## src/rtl/gray_pkg.sv

```systemverilog
// Shared types and Gray/binary conversion helpers for the Gray up/down counter.
package gray_pkg;

  typedef enum logic {GRAY_WRAP, GRAY_SAT} gray_mode_e;

  function automatic logic [31:0] bin2gray(input logic [31:0] b);
    return b ^ (b >> 1);
  endfunction

  function automatic logic [31:0] gray2bin(input logic [31:0] g);
    logic [31:0] b;
    b[31] = g[31];
    for (int i = 30; i >= 0; i--) begin
      b[i] = b[i+1] ^ g[i];
    end
    return b;
  endfunction

endpackage

```

## src/rtl/gray_updown_ctr_gray2bin.sv

```systemverilog
// Combinational Gray-to-binary converter: XOR prefix chain from the MSB down.
module gray2bin #(
  parameter int WIDTH = 4
) (
  input  logic [WIDTH-1:0] i_gray,
  output logic [WIDTH-1:0] o_bin
);

  always_comb begin
    o_bin[WIDTH-1] = i_gray[WIDTH-1];
    for (int i = WIDTH - 2; i >= 0; i--) begin
      o_bin[i] = o_bin[i+1] ^ i_gray[i];
    end
  end

endmodule

```

## src/rtl/gray_updown_ctr.sv

```systemverilog
// Up/down counter with registered Gray output, wrap or saturate at LIMIT.
// Define GRAY_CTR_BIN_OUT_EN to add the registered binary output q_bin.
module gray_updown_ctr
  import gray_pkg::*;
#(
  parameter int               WIDTH    = 4,
  parameter int               SATURATE = 0,
  parameter logic [WIDTH-1:0] LIMIT    = {WIDTH{1'b1}}
) (
  input  logic             clk,
  input  logic             reset,
  input  logic             en,
  input  logic             up,
  input  logic             load,
  input  logic [WIDTH-1:0] load_val,
  output logic [WIDTH-1:0] q,
  output logic             tc
`ifdef GRAY_CTR_BIN_OUT_EN
  ,
  output logic [WIDTH-1:0] q_bin
`endif
);

  localparam gray_mode_e MODE = (SATURATE != 0) ? GRAY_SAT : GRAY_WRAP;

  logic [WIDTH-1:0] r_cnt;
  logic [WIDTH-1:0] r_q;
  logic             r_tc;
  logic [WIDTH-1:0] w_load_bin;
  logic [WIDTH-1:0] w_cnt_next;
  logic [WIDTH-1:0] w_q_next;
  logic             w_tc_next;
  logic             w_at_bound;

  gray2bin #(.WIDTH(WIDTH)) u_gray2bin (
    .i_gray (load_val),
    .o_bin  (w_load_bin)
  );

  assign w_at_bound = up ? (r_cnt == LIMIT) : (r_cnt == '0);

  // NOTE: every output of this block gets a default first, so no latch is inferred.
  always_comb begin
    w_cnt_next = r_cnt;
    w_tc_next  = 1'b0;
    if (load) begin
      w_cnt_next = (w_load_bin > LIMIT) ? LIMIT : w_load_bin;
    end else if (en) begin
      w_tc_next = w_at_bound;
      if (up) begin
        if (w_at_bound) w_cnt_next = (MODE == GRAY_SAT) ? LIMIT : '0;
        else            w_cnt_next = r_cnt + 1'b1;
      end else begin
        if (w_at_bound) w_cnt_next = (MODE == GRAY_SAT) ? '0 : LIMIT;
        else            w_cnt_next = r_cnt - 1'b1;
      end
    end
  end

  // q is encoded from the next count so it is a true register, not a decode of r_cnt.
  assign w_q_next = WIDTH'(bin2gray(32'(w_cnt_next)));

  // NOTE: sequential state uses non-blocking assignments so all registers update together.
  always_ff @(posedge clk or negedge reset) begin
    if (!reset) begin
      r_cnt <= '0;
      r_q   <= '0;
      r_tc  <= 1'b0;
    end else begin
      r_cnt <= w_cnt_next;
      r_q   <= w_q_next;
      r_tc  <= w_tc_next;
    end
  end

  assign q  = r_q;
  assign tc = r_tc;

`ifdef GRAY_CTR_BIN_OUT_EN
  logic [WIDTH-1:0] r_q_bin;

  always_ff @(posedge clk or negedge reset) begin
    if (!reset) r_q_bin <= '0;
    else        r_q_bin <= w_cnt_next;
  end

  assign q_bin = r_q_bin;
`endif

endmodule

```

## config.mk

```make
export PLATFORM = sky130hd
export DESIGN_NAME = gray_updown_ctr
export DESIGN_NICKNAME = d
export VERILOG_FILES = /design/src/rtl/gray_pkg.sv /design/src/rtl/gray_updown_ctr_gray2bin.sv /design/src/rtl/gray_updown_ctr.sv
export SDC_FILE = /design/constraint.sdc
export NUM_CORES = 1
export LEC_CHECK = 0
export CORE_AREA = 3 3 40 42
export CTS_BUF_LIST = sky130_fd_sc_hd__clkbuf_8
export DETAILED_ROUTE_END_ITERATION = 10
export DIE_AREA = 0 0 43 45
export GPL_TIMING_DRIVEN = 0
export PLACE_DENSITY_LB_ADDON = 0.25
export REMOVE_ABC_BUFFERS = 1
export SYNTH_ARGS = -nofsm -noshare
export SYNTH_HDL_FRONTEND = slang
export SYNTH_SLANG_ARGS = --single-unit
```

## constraint.sdc

```tcl
create_clock -name clk -period 1.5 [get_ports clk]
set_input_delay 0.375 -clock clk [delete_from_list [all_inputs] [get_ports clk]]
set_output_delay 0.375 -clock clk [all_outputs]
set_load 0.005 [all_outputs]
```

==> results of run 1 <==
-- report_power, final --
part,switching [mW],internal (mW)
sequential,0.0429,0.263
combinational,0.154,0.220
clock,0.0762,0.173
-- through the flow --
step / power, mW / instances / instance area, sq um / hold WS (ps) / setup slack, ps
after floorplan: 0.433 / 52 / 522 / 79.4 / -70.1
after global placement: 0.553 / 80 / 671 / 662 / -507
after detailed placement: 0.563 / 80 / 671 / 662 / -543
after CTS: 0.899 / 90 / 818 / 427 / -80.6
after global routing: 0.987 / 91 / 853 / 458 / -175
final: 0.929 / 91 / 853 / 422 / -123
-- registers in the layout, indices dropped and copies added (netlist names) --
signal and cells:
r_cnt 4, tc 1, q 3
-- cell type report --
type,count,area [sq um],share of cell area (%)
repair buffers,21,186,21.8
inverters,5,18.8,2.20
multi-input cells,39,384,45.0
clock buffers,3,41.3,4.84
flip-flops and latches,8,204,23.9
well taps,15,18.8,2.20
-- worst max-delay path, cell delays in order, from the launching register on --
cell and delay (ps):
dfrtp_2 440, inv_2 90, ha_4 140, mux2i_2 70, or3_4 340, a31o_4 280
xnor2_2 140
-- synthesized netlist by cell type (all sizes together), types with 3 or more instances --
library cell,number
dfrtp,8
inv,5
nor2,3
nor3b,3
-- path summary, 6_finish.rpt --
check | from | to | slack (ps) | depth (start not counted)
max | r_cnt[0] | q[1] | -120 | 6
min reg2reg | r_cnt[3] | tc | 840 | 4
max in group asynchronous | reset | r_cnt[0] | 800 | 1
max reg2reg | r_cnt[0] | q[1] | -120 | 6
min in group clk | en | tc | 670 | 3
min | reset | q[2] | 420 | 1
-- metal layers --
layer,up-vias,wire length (um),GRT usage (%)
li1,246,-,-
met1,253,565,17.0
met2,19,741,30.8
met3,2,58,3.59
met4,0,24,7.23
met5,-,0,0
-- logic make-up (layout without fill, tap and decap cells) --
kind of cell / after synthesis / in the layout / share of synthesized area, %
fa+ha+maj: 2 / 2 / 4.66
buf+inv: 8 / 29 / 6.30
simple gates: 17 / 17 / 18.6
xor+xnor: 5 / 5 / 10.7
compound gates: 14 / 14 / 20.5
mux: 1 / 1 / 1.86
flops: 8 / 8 / 37.3
-- repair_timing --
action / CTS / global route
endpoints found under the hold margin: 0 / 0
endpoints found under the setup margin: 8 / 7
pin swaps: 5 / 1
buffers inserted: 7 / 1
gates resized for setup: 20 / 6
==> results.sh, run 1 <==
export IMPL_outcome="complete, but fails checks"
export IMPL_failed_checks="setup timing"
export IMPL_grt_max_degree=10
export IMPL_portBuffers=13
export IMPL_drc=0
export IMPL_min_period_over_period_pct=108
export IMPL_ir_drop_mv=0.593
export IMPL_finalWeightedCongestion=0.738
export IMPL_coreArea_sq_um=1280
export IMPL_end_kind="flop"
export IMPL_rsz0062_at_grt="true"
export IMPL_dp_hpwl_um=887
export IMPL_dr_pass1_iters=4
export IMPL_antenna_left=0
export IMPL_cts_htree_levels=1
export IMPL_layout_commonest_cell="buf_4"
export IMPL_cp_data_required_time_ps=1600
export IMPL_synth_main_ff_cell="dfrtp_1"
export IMPL_critPathMaxFanout=4
export IMPL_clk_pin_slew_worst_paths_ps=40
export IMPL_synth_area_leader_cell="dfrtp_1"
export IMPL_cts_tree="built"
export IMPL_first_global_vias=493
export IMPL_synth_edf_count=0
export IMPL_synthDistinctLibCells=30
export IMPL_die_w_um=43
export IMPL_num_rows=13
export IMPL_synthCells=55
export IMPL_synthTopCellsByArea="dfrtp_1, ha_1, nor3b_1"
export IMPL_fill_cells=111
export IMPL_tns_ps=-318
export IMPL_die_area_sq_um=1940
export IMPL_synth_seq_area_share_pct=37.3
export IMPL_clock_latency_ps=220
export IMPL_synthArstFlopShare_pct=100
export IMPL_period_needed_ps=1620
export IMPL_max_freq_ghz=0.616
export IMPL_vias=520
export IMPL_cap_violations=0
export IMPL_skew_ps=4.66
export IMPL_numCtsBuffers=3
export IMPL_fin_ws_ps=-123
export IMPL_io_pins=14
export IMPL_setup_violations=3
export IMPL_dieHeight_um=45
export IMPL_ys_warn_count=0
export IMPL_post_route_util_pct=66.4
export IMPL_synth_area_sq_um=537
export IMPL_max_slew_margin_pct=75.6
export IMPL_clock_path_buffers=2
export IMPL_hold_viol=0
export IMPL_worstSetupStartpointType="flop"
export IMPL_layout_common_cells="buf_4, clkdlybuf4s50_1, dlygate4sd2_1, dfrtp_1, inv_2"
export IMPL_wl_um=1390
export IMPL_numClockSinks=8
export IMPL_wl_per_cell_um=15.3
export IMPL_synth_seq_cells=8
export IMPL_root_buffer="clkbuf_8"
export IMPL_fin_nets=89
export IMPL_slew_viol_final=0
export IMPL_antenna_cells=0
export IMPL_avgSynthCellArea_sq_um=9.76
export IMPL_grt_usage_pct=16.2
export IMPL_overflow=0
export IMPL_tightest_slew_ps=365
export IMPL_drt_iter0_markers=9
export IMPL_hp_class="in -> async"
export IMPL_vias_per_cell=5.71
export IMPL_p_leak_nw=0.367
export IMPL_drive_above_1_share_pct=40.8
export IMPL_antenna_found_initial=0
export IMPL_power_density_nw_per_um2=1090
export IMPL_path_class="reg -> reg"
export IMPL_area_growth_synth_to_final_pct=59.0
export IMPL_cts_hold_buf=0
export IMPL_synth_top_area_share_pct=37.3
export IMPL_cp_arrival_ps=1720
export IMPL_start_util_pct=41.8
export IMPL_grt_pass1_wl_um=2240
(Power assumes the default switching activity.)
==> inputs of run 2 (changes only) <==
CORE_AREA = unset   (was 3 3 40 42)
CORE_MARGIN = 3   (was unset)
CORE_UTILIZATION = 25   (was unset)
DIE_AREA = unset   (was 0 0 43 45)
==> results.sh, run 2 (synthesis results as in run 1) <==
export IMPL_crit_cells=6
export IMPL_tightest_slew_ps=344
export IMPL_num_rows=16
export IMPL_hp_class="in -> async"
export IMPL_die_area_sq_um=2740
export IMPL_cpMaxStageDelayCell="dfrtp_2"
export IMPL_sequentialPowerShare_pct=33.5
export IMPL_post_route_util_pct=42.9
export IMPL_antenna_left=0
export IMPL_cp_arrival_ps=1730
export IMPL_numClockSinks=8
export IMPL_vias=511
export IMPL_pwr_share_comb_pct=39.5
export IMPL_drive_above_1_share_pct=37.2
export IMPL_die_w_um=52.3
export IMPL_clock_path_buffers=2
export IMPL_antenna_cells=0
export IMPL_cts_htree_levels=1
export IMPL_clock_latency_ps=220
export IMPL_max_freq_ghz=0.631
export IMPL_antenna_found_initial=0
export IMPL_p_int_uw=652
export IMPL_dr_pass1_iters=4
export IMPL_end_kind="flop"
export IMPL_layout_common_cells="buf_4, clkdlybuf4s50_1, dlygate4sd2_1"
export IMPL_drc=0
export IMPL_p_leak_nw=0.353
export IMPL_ff2ff_path_depth=6
export IMPL_root_buffer="clkbuf_8"
export IMPL_largest_register="r_cnt"
export IMPL_switchingPower_uw=261
export IMPL_worstSetupStartpointType="flop"
export IMPL_coreArea_sq_um=2000
export IMPL_setup_violations=4
export IMPL_max_slew_margin_pct=77.0
export IMPL_grt_usage_pct=11.1
export IMPL_layout_commonest_cell="buf_4"
export IMPL_largest_register_ff_count=4
export IMPL_power_total_uw=913
export IMPL_p_sw_share_pct=28.6
export IMPL_grt_pass1_wl_um=2270
export IMPL_start_util_pct=26.8
export IMPL_path_class="reg -> reg"
export IMPL_area_growth_synth_to_final_pct=60.1
export IMPL_power_density_nw_per_um2=1060
export IMPL_path_cells="inv_2 > ha_4 > nor4b_4 > o211ai_1 > a311oi_2 > xor2_1"
export IMPL_failed_checks="setup timing"
export IMPL_outcome="complete, but fails checks"
export IMPL_fin_nets=91
export IMPL_finalWeightedCongestion=0.806
export IMPL_wl_um=1340
export IMPL_overflow=0
export IMPL_clk_pin_slew_worst_paths_ps=40
export IMPL_slew_viol_final=0
export IMPL_vias_per_cell=4.87
export IMPL_path_delay_family="compound AO/OA/AOI/OAI gates"
export IMPL_dieHeight_um=52.3
export IMPL_cap_violations=0
export IMPL_critPathMaxFanout=4
export IMPL_path_buf_inv=1
export IMPL_io_pins=14
export IMPL_fin_ws_ps=-84.4
export IMPL_dp_hpwl_um=868
export IMPL_clock_power_share_pct=27.0
export IMPL_numCtsBuffers=3
export IMPL_first_global_vias=511
export IMPL_cts_tree="built"
export IMPL_grt_max_degree=10
export IMPL_hold_viol=0
export IMPL_wl_per_cell_um=12.8
export IMPL_ir_drop_mv=0.446
export IMPL_period_needed_ps=1580
export IMPL_skew_ps=2.82
export IMPL_cp_data_required_time_ps=1640
export IMPL_min_period_over_period_pct=106
export IMPL_rsz0062_at_grt="true"
export IMPL_drt_iter0_markers=3
export IMPL_critPathMaxStageDelay_ps=440
export IMPL_portBuffers=13
[run 2: cell types whose count changed in the layout (fill, tap and decap cells not counted), sizes merged]
cell	before	now
dlymetal6s2s	1	0
buf	8	10
dlygate4sd2	5	6
[run 2: layer usage]
metal  share of wire, %  global-route usage [%]
met1                 48                    15.3
met2                 46                    17.1
met3                5.6                    2.85
met4                  0                    2.55
met5                  0                       0
[run 2: final cells by class]
type                       count  area (sq um)
inverter                       5          18.8
tap                           27          33.8
sequential                     8           205
clock buffer                   3          41.3
timing repair buffer          23           198
multi-input combinational     39           363
fill                         207          1140
[run 2: through the flow]
| step | hold WS (ps) | worst slack [ps] | std cells | TNS (ps) | cell area (sq um) |
|---|---|---|---|---|---|
| after detailed placement | 671 | -561 | 92 | -3000 | 686 |
| after global routing | 450 | -166 | 105 | -621 | 860 |
| after floorplan | 79.4 | -70.1 | 52 | -173 | 522 |
| after global placement | 663 | -522 | 92 | -2890 | 686 |
| after CTS | 435 | -92.0 | 102 | -264 | 825 |
| final | 426 | -84.4 | 105 | -308 | 860 |
[run 2: what timing repair did]
action,4_1_cts,5_1_grt
hold buffers,0,0
pin swaps,9,1
gates resized for setup,21,3
gates cloned,0,0
setup buffers,7,3
endpoints found under the setup margin,8,6
hold endpoints to repair,0,0
[run 2: worst paths after layout]
kind	start	slack, ps	endpoint
worst max-delay path	r_cnt[1]	-80	q[0]
worst min-delay path	reset	430	tc
worst max register to register	r_cnt[1]	-80	q[0]
worst min register to register	r_cnt[3]	770	tc
max in group asynchronous	reset	800	r_cnt[2]
min in group clk	load_val[3]	670	r_cnt[3]
[run 2: power by group through the flow]
stage	clock network, mW	logic [mW]	registers (mW)
floorplan	0	0.134	0.300
global placement	0	0.249	0.307
detailed placement	0	0.253	0.305
CTS	0.251	0.333	0.300
global route	0.266	0.398	0.312
finish	0.246	0.361	0.306
